File: config.mk
export PLATFORM = sky130hd
export DESIGN_NAME = palette_ram
export DESIGN_NICKNAME = d
export VERILOG_FILES = /design/src/rtl/palette_ram.sv
export SDC_FILE = /design/constraint.sdc
export NUM_CORES = 1
export LEC_CHECK = 0
export ABC_CLOCK_PERIOD_IN_PS = 2700
export BUFFER_PORTS_ARGS = -buffer_cell sky130_fd_sc_hd__buf_2
export CAP_MARGIN = 20
export CORE_ASPECT_RATIO = 1.1
export CORE_MARGIN = 5
export CORE_UTILIZATION = 36
export CTS_CLUSTER_SIZE = 14
export DETAILED_ROUTE_END_ITERATION = 8
export HOLD_SLACK_MARGIN = 0.02
export PLACE_DENSITY = 0.49
export SLEW_MARGIN = 20
export SYNTH_ARGS = -nofsm -noshare
export SYNTH_HDL_FRONTEND = slang
export SYNTH_SLANG_ARGS = --single-unit
File: constraint.sdc
create_clock -name Clk -period 2.7 [get_ports Clk]
set_input_delay 0.135 -clock Clk [delete_from_list [all_inputs] [get_ports Clk]]
set_output_delay 0.135 -clock Clk [all_outputs]
set_load 0.05 [all_outputs]
File: src/rtl/palette_ram.sv
// Multi-bank writable colour lookup table with a 2-cycle lookup pipeline,
// per-pixel dim shift and frame-synchronised display-bank swapping.
module palette_ram #(
  parameter int IDX_W = 5,
  parameter int CH_W  = 4,
  parameter int BANKS = 2,
  localparam int BNK_W = (BANKS > 1) ? $clog2(BANKS) : 1
) (
  input  logic              Clk,
  input  logic              Reset,
  input  logic              pix_valid,
  input  logic [IDX_W-1:0]  index,
  input  logic [1:0]        dim,
  output logic [CH_W-1:0]   red,
  output logic [CH_W-1:0]   green,
  output logic [CH_W-1:0]   blue,
  output logic              out_valid,
  input  logic              wr_en,
  input  logic [BNK_W-1:0]  wr_bank,
  input  logic [IDX_W-1:0]  wr_addr,
  input  logic [3*CH_W-1:0] wr_data,
  input  logic              bank_req,
  input  logic [BNK_W-1:0]  bank_req_id,
  input  logic              frame_start,
  output logic [BNK_W-1:0]  active_bank,
  output logic              swap_pending
);

  localparam int DEPTH = 2 ** IDX_W;
  localparam int RGB_W = 3 * CH_W;

  // Valid semantics: there is no back-pressure. Every cycle with pix_valid=1
  // produces exactly one cycle with out_valid=1 two clocks later, in order.

  typedef enum logic {IDLE = 1'b0, PENDING = 1'b1} swap_state_e;

  swap_state_e      state_q, state_d;
  logic [BNK_W-1:0] pend_id_q, pend_id_d;
  logic [BNK_W-1:0] active_bank_q, active_bank_d;

  logic [RGB_W-1:0] mem_q [BANKS*DEPTH];
  logic             mem_we;

  logic             s1_valid_q, s1_valid_d;
  logic [1:0]       s1_dim_q, s1_dim_d;
  logic [RGB_W-1:0] s1_rgb_q, s1_rgb_d;

  logic             out_valid_q, out_valid_d;
  logic [CH_W-1:0]  red_q, red_d, green_q, green_d, blue_q, blue_d;

  logic             req_ok;

  // Bank swap FSM; a request coinciding with frame_start takes effect at once.
  always_comb begin
    state_d       = state_q;
    pend_id_d     = pend_id_q;
    active_bank_d = active_bank_q;
    req_ok        = bank_req && (32'(bank_req_id) < BANKS);
    if (req_ok && frame_start) begin
      active_bank_d = bank_req_id;
      state_d       = IDLE;
    end else if (req_ok) begin
      pend_id_d = bank_req_id;
      state_d   = PENDING;
    end else if (frame_start && state_q == PENDING) begin
      active_bank_d = pend_id_q;
      state_d       = IDLE;
    end
  end

  always_ff @(posedge Clk) begin
    if (Reset) begin
      state_q       <= IDLE;
      pend_id_q     <= '0;
      active_bank_q <= '0;
    end else begin
      state_q       <= state_d;
      pend_id_q     <= pend_id_d;
      active_bank_q <= active_bank_d;
    end
  end

  // Writes to nonexistent banks are dropped; memory is never reset.
  assign mem_we = wr_en && (32'(wr_bank) < BANKS);

  always_ff @(posedge Clk) begin
    if (mem_we) begin
      mem_q[{wr_bank, wr_addr}] <= wr_data;
    end
  end

  // S1 reads the pre-write contents, so a colliding write is seen one cycle later.
  always_comb begin
    s1_valid_d = pix_valid;
    s1_dim_d   = dim;
    s1_rgb_d   = mem_q[{active_bank_q, index}];
  end

  always_comb begin
    out_valid_d = s1_valid_q;
    red_d       = '0;
    green_d     = '0;
    blue_d      = '0;
    if (s1_valid_q) begin
      red_d   = s1_rgb_q[2*CH_W +: CH_W] >> s1_dim_q;
      green_d = s1_rgb_q[CH_W   +: CH_W] >> s1_dim_q;
      blue_d  = s1_rgb_q[0      +: CH_W] >> s1_dim_q;
    end
  end

  always_ff @(posedge Clk) begin
    s1_dim_q <= s1_dim_d;
    s1_rgb_q <= s1_rgb_d;
    if (Reset) begin
      s1_valid_q  <= 1'b0;
      out_valid_q <= 1'b0;
      red_q       <= '0;
      green_q     <= '0;
      blue_q      <= '0;
    end else begin
      s1_valid_q  <= s1_valid_d;
      out_valid_q <= out_valid_d;
      red_q       <= red_d;
      green_q     <= green_d;
      blue_q      <= blue_d;
    end
  end

  assign red          = red_q;
  assign green        = green_q;
  assign blue         = blue_q;
  assign out_valid    = out_valid_q;
  assign active_bank  = active_bank_q;
  assign swap_pending = (state_q == PENDING);

endmodule

==> flow_metrics.env, run 1 <==
export IMPL_cts_htree_levels=3
export IMPL_max_vdd_ir_drop_mv=0.420
export IMPL_yosysSeqAreaShare_pct=77.5
export IMPL_wire_per_inst_um=28.1
export IMPL_viasPerCell=5.28
export IMPL_fmax_ghz=0.449
export IMPL_outcome="finished, final reports clean"
export IMPL_cts_sinks=799
export IMPL_async_flop_share_pct=0
export IMPL_start_util_pct=36.1
export IMPL_clockBufferDepth=3
export IMPL_syn_avg_cell_area_um2=21.9
export IMPL_p_leak_nw=11.4
export IMPL_groute_usage_overall_pct=17.5
export IMPL_reg2reg_depth=4
export IMPL_root_buffer="clkbuf_16"
export IMPL_period_needed_ns=2.23
export IMPL_die_x_um=288
export IMPL_rsz0062_at_grt="false"
export IMPL_synth_cell_types=48
export IMPL_hold_class="in2reg"
export IMPL_endpoint_kind="flop"
export IMPL_cp_start_kind="flop"
export IMPL_grt_first_pass_wirelength_mm=114
export IMPL_dieHeight_um=316
export IMPL_tightest_slew_ns=0.911
export IMPL_setup_viol=0
export IMPL_tns_ns=0
export IMPL_wl_met1_mm=35.4
export IMPL_final_max_slew_viol_count=0
export IMPL_placed_area_um2=33100
export IMPL_maxCapViolations=0
export IMPL_synth_largest_area_cell="edfxtp_1"
export IMPL_drt_iter0_drc=1352
export IMPL_grt_overflow=0
export IMPL_yosys_warnings=0
export IMPL_vias=14900
export IMPL_power_density_nw_per_um2=726
export IMPL_gp_congestion=0.828
export IMPL_ys_seq_elements=799
export IMPL_io_pins=47
export IMPL_drt_first_pass_iters=5
export IMPL_route_met3_wl_mm=3.82
export IMPL_cts_tree="built"
export IMPL_synth_area_leaders="edfxtp_1, mux4_2, dfxtp_1"
export IMPL_drive_above_1_share_pct=29.8
export IMPL_mostFrequentLayoutCell="edfxtp_1"
export IMPL_dieArea_um2=90800
export IMPL_dp_hpwl_mm=51.1
export IMPL_final_cell_mix="edfxtp_1, mux4_2, buf_4, nor2_1, clkbuf_16"
export IMPL_ant_nets=0
export IMPL_hold_viol=0
export IMPL_syn_nets=1429
export IMPL_clock_latency_ns=0.63
export IMPL_postCtsSetupBuffers=0
export IMPL_port_buffers=46
export IMPL_fin_area_um2=35800
export IMPL_core_area_um2=84500
export IMPL_wl_mm=79.2
export IMPL_cts_reportedPaths_clkPinSlew_ns=0.06
export IMPL_clock_skew_ns=0.0249
export IMPL_drc=0
export IMPL_cp_arrival_ns=2.79
export IMPL_crit_fanout=9
export IMPL_grt_pass1_vias=15500
export IMPL_fill_cells=7252
export IMPL_max_slew_margin_pct=39.1
export IMPL_setup_ws_ns=0.471
export IMPL_fp_row_count=112
export IMPL_pre_cts_slack_ns=0.169
export IMPL_required_ns=3.26
export IMPL_synth_top_area_share_pct=75.5
export IMPL_crit_type="reg2reg"
export IMPL_synth_cells=1397
export IMPL_synth_area_um2=30500
export IMPL_met2_length_mm=38.6
export IMPL_synthFlopType="edfxtp_1"
export IMPL_cts_made_buffers=81
export IMPL_syn_to_final_growth_pct=17.1
export IMPL_r2r_slack_ns=0.47
export IMPL_grt_max_degree=65
export IMPL_antenna_found_initial=7
export IMPL_hold_path_depth=2
export IMPL_timing_final_crit_share_pct=82.5
export IMPL_nets=1647
export IMPL_synth_edf_count=768
export IMPL_highest_layer="met4"
## metrics by stage
| step | total power, mW | std cells | util, % | hold WS [ns] |
|---|---|---|---|---|
| 2_1_floorplan | 14.7 | 1397 | - | 0.163 |
| 3_3_place_gp | 15.4 | 2657 | 39.2 | 0.250 |
| 3_5_place_dp | 15.5 | 2657 | 39.2 | 0.247 |
| 4_1_cts | 26.3 | 2820 | 42.3 | 0.0241 |
| 5_1_grt | 26.8 | 2820 | 42.3 | 0.0201 |
| 6_report | 26.0 | 2821 | 42.3 | 0.0231 |
## worst paths after layout
| kind | endpoint | start |
|---|---|---|
| setup / recovery | active_bank | active_bank |
| hold / removal | mem_q[3][6] | wr_data[6] |
| setup reg to reg | active_bank | active_bank |
| hold reg to reg | red[3] | s1_rgb_q[11] |
## timing repair
item,CTS,global route
endpoints found under the hold margin,50,0
resized for setup,0,0
hold buffers,15,0
## where the power goes
| part | internal [mW] | switching, mW | leakage [nW] | total (mW) |
|---|---|---|---|---|
| Clock | 6.20 | 4.57 | 1.24 | 10.8 |
| Combinational | 0.546 | 0.877 | 2.99 | 1.42 |
| Sequential | 13.7 | 0.0714 | 7.17 | 13.8 |
| Total | 20.4 | 5.52 | 11.4 | 26.0 |
## critical path: stages (launching register included)
cell and delay (ns):
dfxtp_1 0.72, inv_1 0.32, buf_4 0.26, a221oi_1 0.28, dlygate4sd3_1 0.58
## flip-flops by register name, summed over array words and instances, names as in the netlist
register / cells
out_valid: 1
active_bank: 1
pend_id_q: 1
red: 4
green: 4
out_valid_d: 1
s1_dim_q: 2
s1_rgb_q: 12
swap_pending: 1
mem_q: 768
blue: 4
## Yosys cell counts, types with 3 or more instances
| cell type | n |
|---|---|
| edfxtp_1 | 768 |
| mux4_2 | 189 |
| nor2_1 | 86 |
| clkbuf_1 | 34 |
| dfxtp_1 | 31 |
| nand2_1 | 30 |
| a22oi_1 | 28 |
| o21ai_0 | 22 |
| buf_4 | 20 |
| mux2i_1 | 17 |
| nor2b_1 | 14 |
| o22ai_1 | 14 |
| a21oi_1 | 12 |
| buf_2 | 11 |
| mux4_1 | 11 |
| nand2b_1 | 10 |
| nand3_1 | 9 |
| nor3_1 | 8 |
| a211oi_1 | 6 |
| o22a_1 | 6 |
| a31oi_1 | 5 |
| and2_1 | 5 |
| buf_6 | 5 |
| o221ai_1 | 5 |
| o32a_1 | 5 |
| o32ai_1 | 5 |
| nand3b_1 | 4 |
| o21ai_1 | 4 |
| or4_1 | 4 |
| o2111ai_1 | 3 |
| o211ai_1 | 3 |
## layer usage
metal	vias up	GRT usage, %
met2	390	28.3
met5	-	0
met4	0	4.10
met3	76	2.88
met1	8095	25.3
li1	6330	-
## cell families after synthesis
group / Yosys count / synth area share, %
AOI/OAI and AO/OA: 124 / 2.81
muxes: 219 / 15.5
DFF: 799 / 77.5
and+or+nand+nor: 178 / 2.68
buffers and inverters: 77 / 1.46
## cell type report
| type | instances | area (µm²) | area share, % |
|---|---|---|---|
| Tap cell | 1140 | 1430 | 3.99 |
| Clock buffer | 108 | 2230 | 6.24 |
| Sequential cell | 799 | 23700 | 66.2 |
| Multi-Input combinational cell | 521 | 6430 | 18.0 |
| Antenna cell | 1 | 2.50 | 0.00699 |
| Inverter | 4 | 15.0 | 0.0420 |
| Clock inverter | 40 | 300 | 0.839 |
| Timing Repair Buffer | 208 | 1690 | 4.72 |
Note: power is estimated with default switching activity, not from simulation.
==> run 2: changes to the inputs <==
- ABC_AREA: unset -> 1
- ABC_CLOCK_PERIOD_IN_PS: 2700 -> 2000
- PLACE_DENSITY: 0.49 -> 0.51
- clock period: 2.7 -> 2 ns (I/O delays scaled with it)
==> run 2 against run 1 <==
  * Via count increased by 42%
  * Sequential share of layout area decreased by 2.9 points
  * First-iteration DRC count increased by 56%
  * Highest routed layer unchanged
  * Clock skew decreased by 0.0063 ns
  * Global-route usage increased by 1.2 points
  * Flip-flop and latch count unchanged
  * Die area increased by 5.6%
  * Routed wire length increased by 15%
==> flow_metrics.env, run 2 <==
export IMPL_outcome="finished, final reports clean"
export IMPL_yosysSeqAreaShare_pct=73.3
export IMPL_timing_final_crit_share_pct=96.8
export IMPL_multi_input_area_um2=7520
export IMPL_largest_reg_flops=768
export IMPL_syn_avg_cell_area_um2=11.8
export IMPL_endpoint="active_bank"
export IMPL_root_buffer="clkbuf_16"
export IMPL_setup_viol=0
export IMPL_ant_nets=0
export IMPL_max_vdd_ir_drop_mv=0.536
export IMPL_dieHeight_um=324
export IMPL_dp_cells=3937
export IMPL_core_area_um2=89200
export IMPL_cp_arrival_ns=1.84
export IMPL_wire_per_inst_um=22.2
export IMPL_hold_class="in2reg"
export IMPL_synth_cells=2733
export IMPL_reg2reg_depth=3
export IMPL_period_needed_ns=1.94
export IMPL_critPathLaunch="active_bank"
export IMPL_async_flop_share_pct=0
export IMPL_hold_viol=0
export IMPL_max_slew_margin_pct=43.5
export IMPL_final_cell_mix="nand2_1, edfxtp_1, nand3_1, buf_4, clkbuf_16"
export IMPL_final_max_slew_viol_count=0
export IMPL_groute_usage_overall_pct=18.7
export IMPL_cts_htree_levels=3
export IMPL_yosysMostFrequentCell="nand2_1"
export IMPL_p_leak_nw=13.6
export IMPL_hold_path_depth=1
export IMPL_syn_nets=2765
export IMPL_crit_fanout=8
export IMPL_mostFrequentLayoutCell="nand2_1"
export IMPL_grt_first_pass_wirelength_mm=135
export IMPL_gp_congestion=0.846
export IMPL_drive_above_1_share_pct=11.1
export IMPL_synth_top_area_share_pct=71.4
export IMPL_syn_to_final_growth_pct=15.8
export IMPL_io_pins=47
export IMPL_clock_skew_ns=0.0186
export IMPL_synth_largest_area_cell="edfxtp_1"
export IMPL_power_density_nw_per_um2=952
export IMPL_synth_area_um2=32300
export IMPL_yosys_warnings=0
export IMPL_endpoint_kind="output pin"
export IMPL_grt_pass1_vias=21000
export IMPL_fill_cells=8423
export IMPL_grt_max_degree=101
export IMPL_drt_iter0_drc=2114
export IMPL_crit_type="reg2out"
export IMPL_cts_tree="built"
export IMPL_port_buffers=46
export IMPL_start_util_pct=36.2
export IMPL_fp_row_count=115
export IMPL_reg_largest_list="mem_q (768), s1_rgb_q (12)"
export IMPL_tightest_slew_ns=0.847
export IMPL_r2r_start="active_bank"
export IMPL_cp_start_kind="flop"
export IMPL_synth_cell_types=23
export IMPL_antenna_found_initial=6
export IMPL_fmax_ghz=0.517
export IMPL_rsz0062_at_grt="false"
export IMPL_clockBufferDepth=3
export IMPL_wl_mm=90.9
export IMPL_ys_seq_elements=799
export IMPL_nets=2902
export IMPL_die_x_um=296
export IMPL_synth_edf_count=768
export IMPL_cts_reportedPaths_clkPinSlew_ns=0.06
export IMPL_synth_area_leaders="edfxtp_1, nand2_1, nand3_1"
export IMPL_postCtsSetupBuffers=0
export IMPL_yosys_top_cells_count="nand2_1, edfxtp_1, nand3_1"
export IMPL_dieArea_um2=95900
export IMPL_top_register="mem_q"
export IMPL_clock_latency_ns=0.63
export IMPL_viasPerCell=5.17
export IMPL_cts_sinks=799
export IMPL_cts_made_buffers=84
export IMPL_rr_endpoint="s1_rgb_q[0]"
export IMPL_r2r_slack_ns=0.40
export IMPL_vias=21200
export IMPL_drt_first_pass_iters=5
export IMPL_stdcell_count=4099
export IMPL_tns_ns=0
export IMPL_synthFlopType="edfxtp_1"
export IMPL_drc=0
export IMPL_seq_area_um2=23700
export IMPL_grt_overflow=0
export IMPL_maxCapViolations=0
export IMPL_dp_hpwl_mm=54.1
export IMPL_required_ns=1.90
## run 2: repair_timing
item | 4_1_cts | 5_1_grt
endpoints found under the hold margin | 306 | 0
resized for setup | 0 | 0
hold buffers | 17 | 0
## run 2: logic make-up (layout without fill, tap and decap cells)
logic type | after synthesis | count (layout) | share of synthesized area, %
flops | 799 | 799 | 73.3
simple gates | 1728 | 1728 | 22.8
buf+inv | 192 | 387 | 3.62
compound gates | 11 | 11 | 0.259
other cells | 0 | 1 | 0
mux | 3 | 3 | 0.0929
## run 2: how the worst min path moves through the flow
stage / slack [ns] / to / from
after global routing: 0.06 / mem_q[5][4] / wr_data[4]
after detailed placement: 0.21 / s1_dim_q[1] / dim[1]
final: 0.03 / mem_q[5][4] / wr_data[4]
after global placement: 0.21 / s1_dim_q[0] / dim[0]
after CTS: 0.03 / mem_q[5][4] / wr_data[4]
after floorplan: 0.13 / s1_dim_q[0] / dim[0]
## run 2: final cells by class
cell class	count	area share (%)
antenna	1	0.00668
clock buffer	102	5.85
clock inverter	42	0.876
inverter	20	0.251
multi-input combinational	1742	20.1
sequential	799	63.3
tap	1170	3.91
timing repair buffer	223	5.77
## run 2: where the power goes
part           leakage, nW  internal, mW  switching [mW]
logic                 5.20         0.701            1.76
clock network         1.23          8.28            6.31
registers             7.17          18.5          0.0896
total                 13.6          27.5            8.16
## run 2: critical path, cell delays in order (launching register included)
cell     delay, ns
dfxtp_1       0.64
buf_4         0.28
buf_2         0.28
## run 2: per-stage QoR
| step | total power, mW | cell area [µm²] | util (%) | hold slack [ns] | worst slack (ns) |
|---|---|---|---|---|---|
| final | 35.6 | 37400 | 42.0 | 0.0331 | 0.0641 |
| after floorplan | 20.2 | 32300 | - | 0.128 | -0.260 |
| after CTS | 36.0 | 37400 | 42.0 | 0.0288 | 0.00606 |
| after global placement | 21.4 | 34700 | 38.9 | 0.205 | 0.0381 |
| after global routing | 36.8 | 37400 | 42.0 | 0.0574 | 0.0162 |
| after detailed placement | 21.4 | 34700 | 38.9 | 0.207 | 0.0429 |
## run 2: layer usage
layer / track usage [%] / routed length [µm] / vias to the layer above
met5: 0 / 0 / -
met4: 5.85 / 2560 / 0
met3: 2.89 / 5020 / 133
met2: 30.6 / 43300 / 589
met1: 26.0 / 40000 / 10600
li1: - / - / 9892
